## config.mk

```make
export PLATFORM = sky130hd
export DESIGN_NAME = simon_button_input
export DESIGN_NICKNAME = d
export VERILOG_FILES = /design/src/rtl/simon_pkg.sv /design/src/rtl/button_debounce.sv /design/src/rtl/simon_button_input.sv
export SDC_FILE = /design/constraint.sdc
export NUM_CORES = 1
export LEC_CHECK = 0
export ABC_AREA = 1
export BUFFER_PORTS_ARGS = -buffer_cell sky130_fd_sc_hd__buf_4
export CORE_AREA = 2 2 75 77
export DETAILED_ROUTE_END_ITERATION = 7
export DIE_AREA = 0 0 77 79
export PLACE_DENSITY = 0.65
export SLEW_MARGIN = 30
export SYNTH_ARGS = -nofsm -noshare
export SYNTH_HDL_FRONTEND = slang
export SYNTH_SLANG_ARGS = --single-unit
```

## constraint.sdc

```tcl
create_clock -name clk -period 2.4 [get_ports clk]
set_input_delay 0.12 -clock clk [delete_from_list [all_inputs] [get_ports clk]]
set_output_delay 0.12 -clock clk [all_outputs]
set_load 0.01 [all_outputs]
```

## src/rtl/simon_pkg.sv

```systemverilog
// Shared Simon game types: button count, button-number type and input FSM states.
// Latency: n/a (declarations only).
// Backpressure: n/a.
package simon_pkg;

   localparam int NUM_BUTTONS = 4;

   // Button number as seen by the Simon game controller
   typedef logic [1:0] buttonNum_t;

   // Player input FSM states
   typedef enum logic [1:0] {
      WAIT_CLEAR = 2'd0,
      ARMED      = 2'd1,
      HELD       = 2'd2
   } inputState_t;

   // Number of set bits in a button vector
   function automatic logic [2:0] countOnes(input logic [NUM_BUTTONS-1:0] vec);
      logic [2:0] total;
      total = 3'd0;
      for (int i = 0; i < NUM_BUTTONS; i++) begin
         total = total + {2'd0, vec[i]};
      end
      return total;
   endfunction

endpackage

```

## src/rtl/button_debounce.sv

```systemverilog
// One-button conditioner: 2-flop synchroniser followed by a stable-level debounce counter.
// Latency: a raw change held from edge 0 appears on stableLevel at edge DEBOUNCE_CYCLES+2.
// Backpressure: none; free-running on every clock.
module button_debounce #(
   parameter int DEBOUNCE_CYCLES = 3
) (
   input  logic clk,
   input  logic reset,
   input  logic btnRaw,
   output logic stableLevel,
   output logic quiet
);

   localparam logic [7:0] DEBOUNCE_LIMIT = 8'(DEBOUNCE_CYCLES);

   logic       syncFirst;
   logic       syncSecond;
   logic [7:0] bounceCount;

   // Bring the asynchronous button into the clock domain
   always_ff @(posedge clk or posedge reset) begin
      if (reset) begin
         syncFirst  <= 1'b0;
         syncSecond <= 1'b0;
      end else begin
         syncFirst  <= btnRaw;
         syncSecond <= syncFirst;
      end
   end

   // Count consecutive cycles of disagreement; flip the stable level once the count is met
   always_ff @(posedge clk or posedge reset) begin
      if (reset) begin
         stableLevel <= 1'b0;
         bounceCount <= 8'd0;
      end else if (syncSecond == stableLevel) begin
         bounceCount <= 8'd0;
      end else if (bounceCount == DEBOUNCE_LIMIT) begin
         stableLevel <= ~stableLevel;
         bounceCount <= 8'd0;
      end else begin
         bounceCount <= bounceCount + 8'd1;
      end
   end

   // Nothing in flight: both sync stages agree with the stable level and no count is pending.
   // Lets the FSM tell a genuinely released button from one still ramping up after reset.
   assign quiet = (syncFirst == stableLevel) && (syncSecond == stableLevel) && (bounceCount == 8'd0);

endmodule

```

## src/rtl/simon_button_input.sv

```systemverilog
// Simon player input: debounces four buttons and delivers one clean encoded press per press/release.
// Latency: raw press or release to player_pressed change is DEBOUNCE_CYCLES+3 edges.
// Backpressure: none; enable only gates acceptance of new presses, never aborts one in progress.
module simon_button_input
   import simon_pkg::*;
#(
   parameter int DEBOUNCE_CYCLES = 3
) (
   input  logic                   clk,
   input  logic                   reset,
   input  logic                   enable,
   input  logic [NUM_BUTTONS-1:0] btn_raw,
   output buttonNum_t             player_num,
   output logic                   player_pressed,
   output logic                   press_pulse,
   output logic                   multi_press
);

   logic [NUM_BUTTONS-1:0] btnStable;
   logic [NUM_BUTTONS-1:0] btnQuiet;
   logic [2:0]             downCount;
   buttonNum_t             downIndex;
   logic                   allQuiet;
   logic                   primed;

   inputState_t state, stateNext;
   buttonNum_t  numNext;
   logic        pressedNext;
   logic        pulseNext;
   logic        multiNext;

   genvar gi;
   generate
      for (gi = 0; gi < NUM_BUTTONS; gi++) begin : gButton
         button_debounce #(
            .DEBOUNCE_CYCLES(DEBOUNCE_CYCLES)
         ) uDebounce (
            .clk        (clk),
            .reset      (reset),
            .btnRaw     (btn_raw[gi]),
            .stableLevel(btnStable[gi]),
            .quiet      (btnQuiet[gi])
         );
      end
   endgenerate

   // Popcount and one-hot-to-binary encode of the debounced buttons
   always_comb begin
      downCount = countOnes(btnStable);
      allQuiet  = &btnQuiet;
      downIndex = '0;
      for (int i = 0; i < NUM_BUTTONS; i++) begin
         if (btnStable[i]) begin
            downIndex = buttonNum_t'(i);
         end
      end
   end

   // Blocks arming on the first edge after reset, before the synchroniser has sampled the pins
   always_ff @(posedge clk or posedge reset) begin
      if (reset) begin
         primed <= 1'b0;
      end else begin
         primed <= 1'b1;
      end
   end

   // FSM state and registered outputs
   always_ff @(posedge clk or posedge reset) begin
      if (reset) begin
         state          <= WAIT_CLEAR;
         player_num     <= '0;
         player_pressed <= 1'b0;
         press_pulse    <= 1'b0;
         multi_press    <= 1'b0;
      end else begin
         state          <= stateNext;
         player_num     <= numNext;
         player_pressed <= pressedNext;
         press_pulse    <= pulseNext;
         multi_press    <= multiNext;
      end
   end

   // Next state: arm on all-clear, accept a single press, follow it to its release
   always_comb begin
      stateNext   = state;
      numNext     = player_num;
      pressedNext = player_pressed;
      pulseNext   = 1'b0;
      multiNext   = 1'b0;
      case (state)
         WAIT_CLEAR: begin
            pressedNext = 1'b0;
            if (primed && (btnStable == '0) && allQuiet) begin
               stateNext = ARMED;
            end
         end
         ARMED: begin
            if (downCount == 3'd0) begin
               stateNext = ARMED;
            end else if (!enable) begin
               // A button pressed outside the player's turn must be released before it can count
               stateNext = WAIT_CLEAR;
            end else if (downCount == 3'd1) begin
               numNext     = downIndex;
               pressedNext = 1'b1;
               pulseNext   = 1'b1;
               stateNext   = HELD;
            end else begin
               multiNext = 1'b1;
            end
         end
         HELD: begin
            if (!btnStable[player_num]) begin
               pressedNext = 1'b0;
               stateNext   = WAIT_CLEAR;
            end
         end
         default: begin
            pressedNext = 1'b0;
            stateNext   = WAIT_CLEAR;
         end
      endcase
   end

endmodule

```

### Yosys cells after proc, flatten, opt, wreduce, memory -nomap -nowiden

Index checks and enable logic that the tools add are counted.

* add/sub/neg operators: 7
* order comparisons: 1
* eq/ne operators: 21
* muxes and demuxes: 32
* bitwise operators: 9
* reductions and logical operators: 25

Operator list (count)
* two-way mux 8 bit: 8
* adder 8 x 1 -> 8 bit, second input constant: 4
* equality test 8 x 2 -> 1 bit, second input constant: 4
* logical NOT 8 bit: 4
* two-way mux 1 bit: 14
* two-way mux 2 bit: 7
* AND reduction 4 bit: 3
* logical AND 1 bit: 10
* inequality test 2 bit, second input constant: 5
* NOT 1 bit: 9
* equality test 1 bit: 8
* AND reduction 2 bit: 4
* case mux 2 bit (3 select lines): 1
* logical NOT 4 bit: 1
* inequality test 4 bit, second input constant: 1
* adder 2 x 1 -> 3 bit: 1
* adder 3 x 1 -> 3 bit: 1
* equality test 3 x 1 -> 1 bit, second input constant: 1
* logical NOT 3 bit: 1
* less-than comparator 2 x 3 -> 1 bit, second input constant: 1
* AND reduction 3 bit: 1
* adder 1 x 1 -> 2 bit: 1
* binary-select mux 1 bit (select 2 bit): 1
* equality test 2 x 1 -> 1 bit, second input constant: 1
* other kinds (3): 3

* register bits after elaboration: 52
* bits of input ports: 7
* output and inout port bits: 5
* logic and storage cells: 117

### Longest topological paths before layout

* depth in word-level cells: 8
* depth in mapped cells: 14
* mapped depth without buffers: 14

### Modules after synthesis

From an unflattened synthesis, not the netlist that was laid out.

* cell total of the unflattened synthesis: 343
* area, all modules: 2807.7 sq um

Modules (own cells, without submodules)
* button_debounce: times used 4, cells an instance 69, area each 578.1 sq um, sequential area each 275.3 sq um
* simon_button_input: times used 1, cells an instance 67, area each 495.5 sq um, sequential area each 200.2 sq um

### Worst setup path before layout

No wires, ideal clock.

* kind: flip-flop to flip-flop
* start: reg gButton[0].uDebounce.stableLevel
* end: reg state[0]
* library setup time: 0.118 ns
* arrival: 1.995 ns
* required time: 2.282 ns
* setup slack: 0.287 ns
* stages on the path, launching flop included: 15
* path buffers: 0
* clock period less this slack: 2.113 ns
* path through: dfrtp_1 inv_1 fa_1 inv_1 ha_1 ha_1 nor2_1 nand2_1 nand2_1 nor2_1 nand2_1 nand2_1 inv_1 nand3_1 nand2_1

* cells in the longest elaborated chain, start to end: 7
* elaborated cells between the ends (all ways): 21
* classes of those cells: add/sub: 3; eq/ne: 6; mux: 4; reduce/logical: 8

RTL lines
* start, declared: RTL line button_debounce.sv:10 `output logic stableLevel,`
* start signal, assigned: RTL line button_debounce.sv:39 `stableLevel <= ~stableLevel;`
* parallel branches: the longest is 7 deep, another holds adder 2 x 1 -> 3 bit
* end signal, assigned: RTL line simon_button_input.sv:77 `state <= stateNext;`
* end, declared: RTL line simon_button_input.sv:26 `inputState_t state, stateNext;`

Parallel ways; which one is timed is not known. The select of a mux whose other input is x is not followed.
A chain may end at the register's enable or synchronous reset.

### Worst setup path in the final report

Ends and elaborated chain as after synthesis.

==> flow_summary.yaml <==
run_status:
  status: "complete, but fails checks"
  failed_checks: "hold timing"
finish:
  drive_gt1_share_pct: 11.7
  final_area_um2: 2900
  area_delta_synth_final_pct: 13.7
  n_antenna_cell: 0
  fin_nets: 354
  finalNonFillerCells: 405
timing:
  finalSetupViolations: 0
  finalHoldViolCount: 9
  max_clock_freq_mhz: 453
  setup_tns_ps: 0
  max_slew.worst_pin.slew_ps: 641
  relSlewSlack_pct: 57.3
  skew_ps: 7.09
  fin_crit_ps: 2210
  hold_slack_ps: -15.1
  post-route-period-util_pct: 91.9
  report.final.slew_viol_count: 0
setup_path:
  slowest_stage: "fa_1"
  cp-start-kind: "register"
  endpoint_kind: "register"
  crit_chain: "inv_2, fa_1, inv_1, ha_2, ha_4, nor2_1, nand2_1, nand2_1, nor2_2, nand2_2, nand2_1, inv_1, nand3_1, nand2_1"
  worstPathMaxFanout: 4
  slowest_delay_ps: 530
  path_common_cell: "nand2_1"
  criticalPathCategory: "register to register"
  r2r-start: "gButton[0].uDebounce.stableLevel"
  cp.arrival_ps: 2400
  required_ps: 2590
  worstSetupStartpoint: "gButton[0].uDebounce.stableLevel"
grt:
  overflow: 0
  grt_antenna_before_repair: 0
  gr-usage-all-layers_pct: 16.4
  grt_start_max_net_pins: 53
  grt_pass1_vias: 1871
  grt_pass1_wl_um: 8000
placed_design:
  gp_congestion: 0.791
  place.port_buffers: 11
  dp.cells: 393
  dpl.hpwl_um: 3220
  postPlaceCellArea_um2: 2740
synthesis:
  yosys-top-cells-area: "dfrtp_1 51%, nand2_1 10%, nor2_1 7.8%, inv_1 7.1%, ha_1 5.4%"
  yosysWarnings: 0
  syn_area_um2: 2550
  ys_types: 22
  ys_seq_area_share_pct: 51.1
  synth_fp_nets: 327
  post-synth-top-count-cell: "nand2_1"
  syn_area_per_cell_um2: 8.27
  synth_top_area_share_pct: 51.1
  synth-edff-count: 0
  synthArstFlopShare_pct: 100
  yosys.area.top_type: "dfrtp_1"
  ys.flop_type: "dfrtp_1"
  synth_cells: 308
  ys_top_cells_by_count: "71 x nand2_1, 53 x nor2_1, 52 x dfrtp_1"
  ys_ff_latch: 52
die:
  start_util_pct: 47.7
  row_count: 27
  placeableCoreArea_um2: 5340
  die_h_um: 79
  die_w_um: 77
  boundaryPins: 12
  die-area_um2: 6080
drt:
  first_pass_iters: 4
  wl_um: 4330
  drtAntennaViolNets: 0
  drt_iter0_markers: 77
  vias_per_cell: 4.65
  wl_per_cell_um: 10.7
  drc_errors: 0
  num_vias: 1883
power:
  p_per_area_nw_per_um2: 913
  peakVddDrop_mv: 0.396
  power_leakage_nw: 1.52
clock_network:
  cts_buffers: 5
  clkTransAtPathRegs_ps: 80
  clockBufferDepth: 2
  h-tree-depth: 2
  cts-root-buf: "clkbuf_8"
  tritoncts: "built"
  cts_sinks: 52
  clk_latency_ps: 290
worst_hold_path:
  min_path_type: "input pin to async pin"
job:
  max-cap-violations: 0
through the flow:
| step | power [mW] | utilization [%] | setup slack (ps) |
|---|---|---|---|
| global route | 2.93 | 54.2 | -1.84 |
| detailed placement | 2.12 | 51.2 | 52.7 |
| global placement | 2.10 | 51.2 | 193 |
| floorplan | 1.86 | - | 287 |
| CTS | 2.58 | 53.3 | 56.1 |
| finish | 2.64 | 54.2 | 195 |
worst paths after layout:
kind,to,slack [ps],cells after the start
setup reg to reg,state[0],190,14
setup / recovery,state[0],190,14
hold / removal,gButton[1].uDebounce.bounceCount[3],-20,3
max in group asynchronous,gButton[1].uDebounce.stableLevel,1950,3
min in group clk,press_pulse,260,5
hold reg to reg,gButton[0].uDebounce.syncSecond,410,0
routing by layer:
layer	up-vias	GRT usage (%)	routed length (um)
met3	4	3.86	109
met2	19	27.3	2000
met4	0	4.82	46
met5	-	0	0
met1	856	21.5	2170
li1	1004	-	-
repair_timing:
action,4_1_cts,5_1_grt
setup buffers,0,3
endpoints found under the setup margin,0,6
endpoints found under the hold margin,4,0
gates resized for setup,0,8
hold buffers,4,0
final cells by class:
type | count | area [um^2]
timing repair buffer | 20 | 160
sequential | 52 | 1300
multi-input combinational | 206 | 1090
clock buffer | 5 | 68.8
inverter | 50 | 188
tap | 72 | 90.1
fill | 525 | 2440
layout by cell type (no fill, tap or decap), drive strengths merged, types with 3 or more instances in the layout:
cell type	count
buf	16
ha	11
nor3b	11
dlygate4sd3	4
xnor2	4
clkbuf	5
a21oi	10
nand4	7
a31o	3
inv	50
o21ai	8
dfrtp	52
nand3	14
nand2	73
nor2	55
xor2	4
critical path: cells and delay by family, from the launching register on:
kind                       cells  cell delay [ps]
adders and majority gates      3              970
and+or+nand+nor                8              560
DFF                            1              420
buffers and inverters          3              150
sequential cells by signal (all words and copies together), names as in the netlist, 2 cells and up:
signal and count:
gButton.uDebounce.syncFirst 4, player_num 2, gButton.uDebounce.stableLevel 4, gButton.uDebounce.bounceCount 32, gButton.uDebounce.syncSecond 4, state 2
cell families (layout without fill, tap and decap cells):
kind of cell               after synthesis  count (layout)  share of synthesized area [%]
and+or+nand+nor                        163             163                           27.6
DFF                                     52              52                           51.1
buffers and inverters                   50              75                           7.37
other                                    1               1                          0.147
AOI/OAI and AO/OA                       22              22                           4.86
xor gates and xnor gates                 8               8                           2.75
adders and majority gates               12              12                           6.19
report_power, final:
group          leakage (nW)  internal, mW  total, mW  switching, mW
Combinational         0.794         0.432       1.04          0.608
Sequential            0.687          1.03       1.17          0.142
Clock                0.0359         0.188      0.435          0.247
Total                  1.52          1.65       2.64          0.996
(Power assumes the default switching activity.)
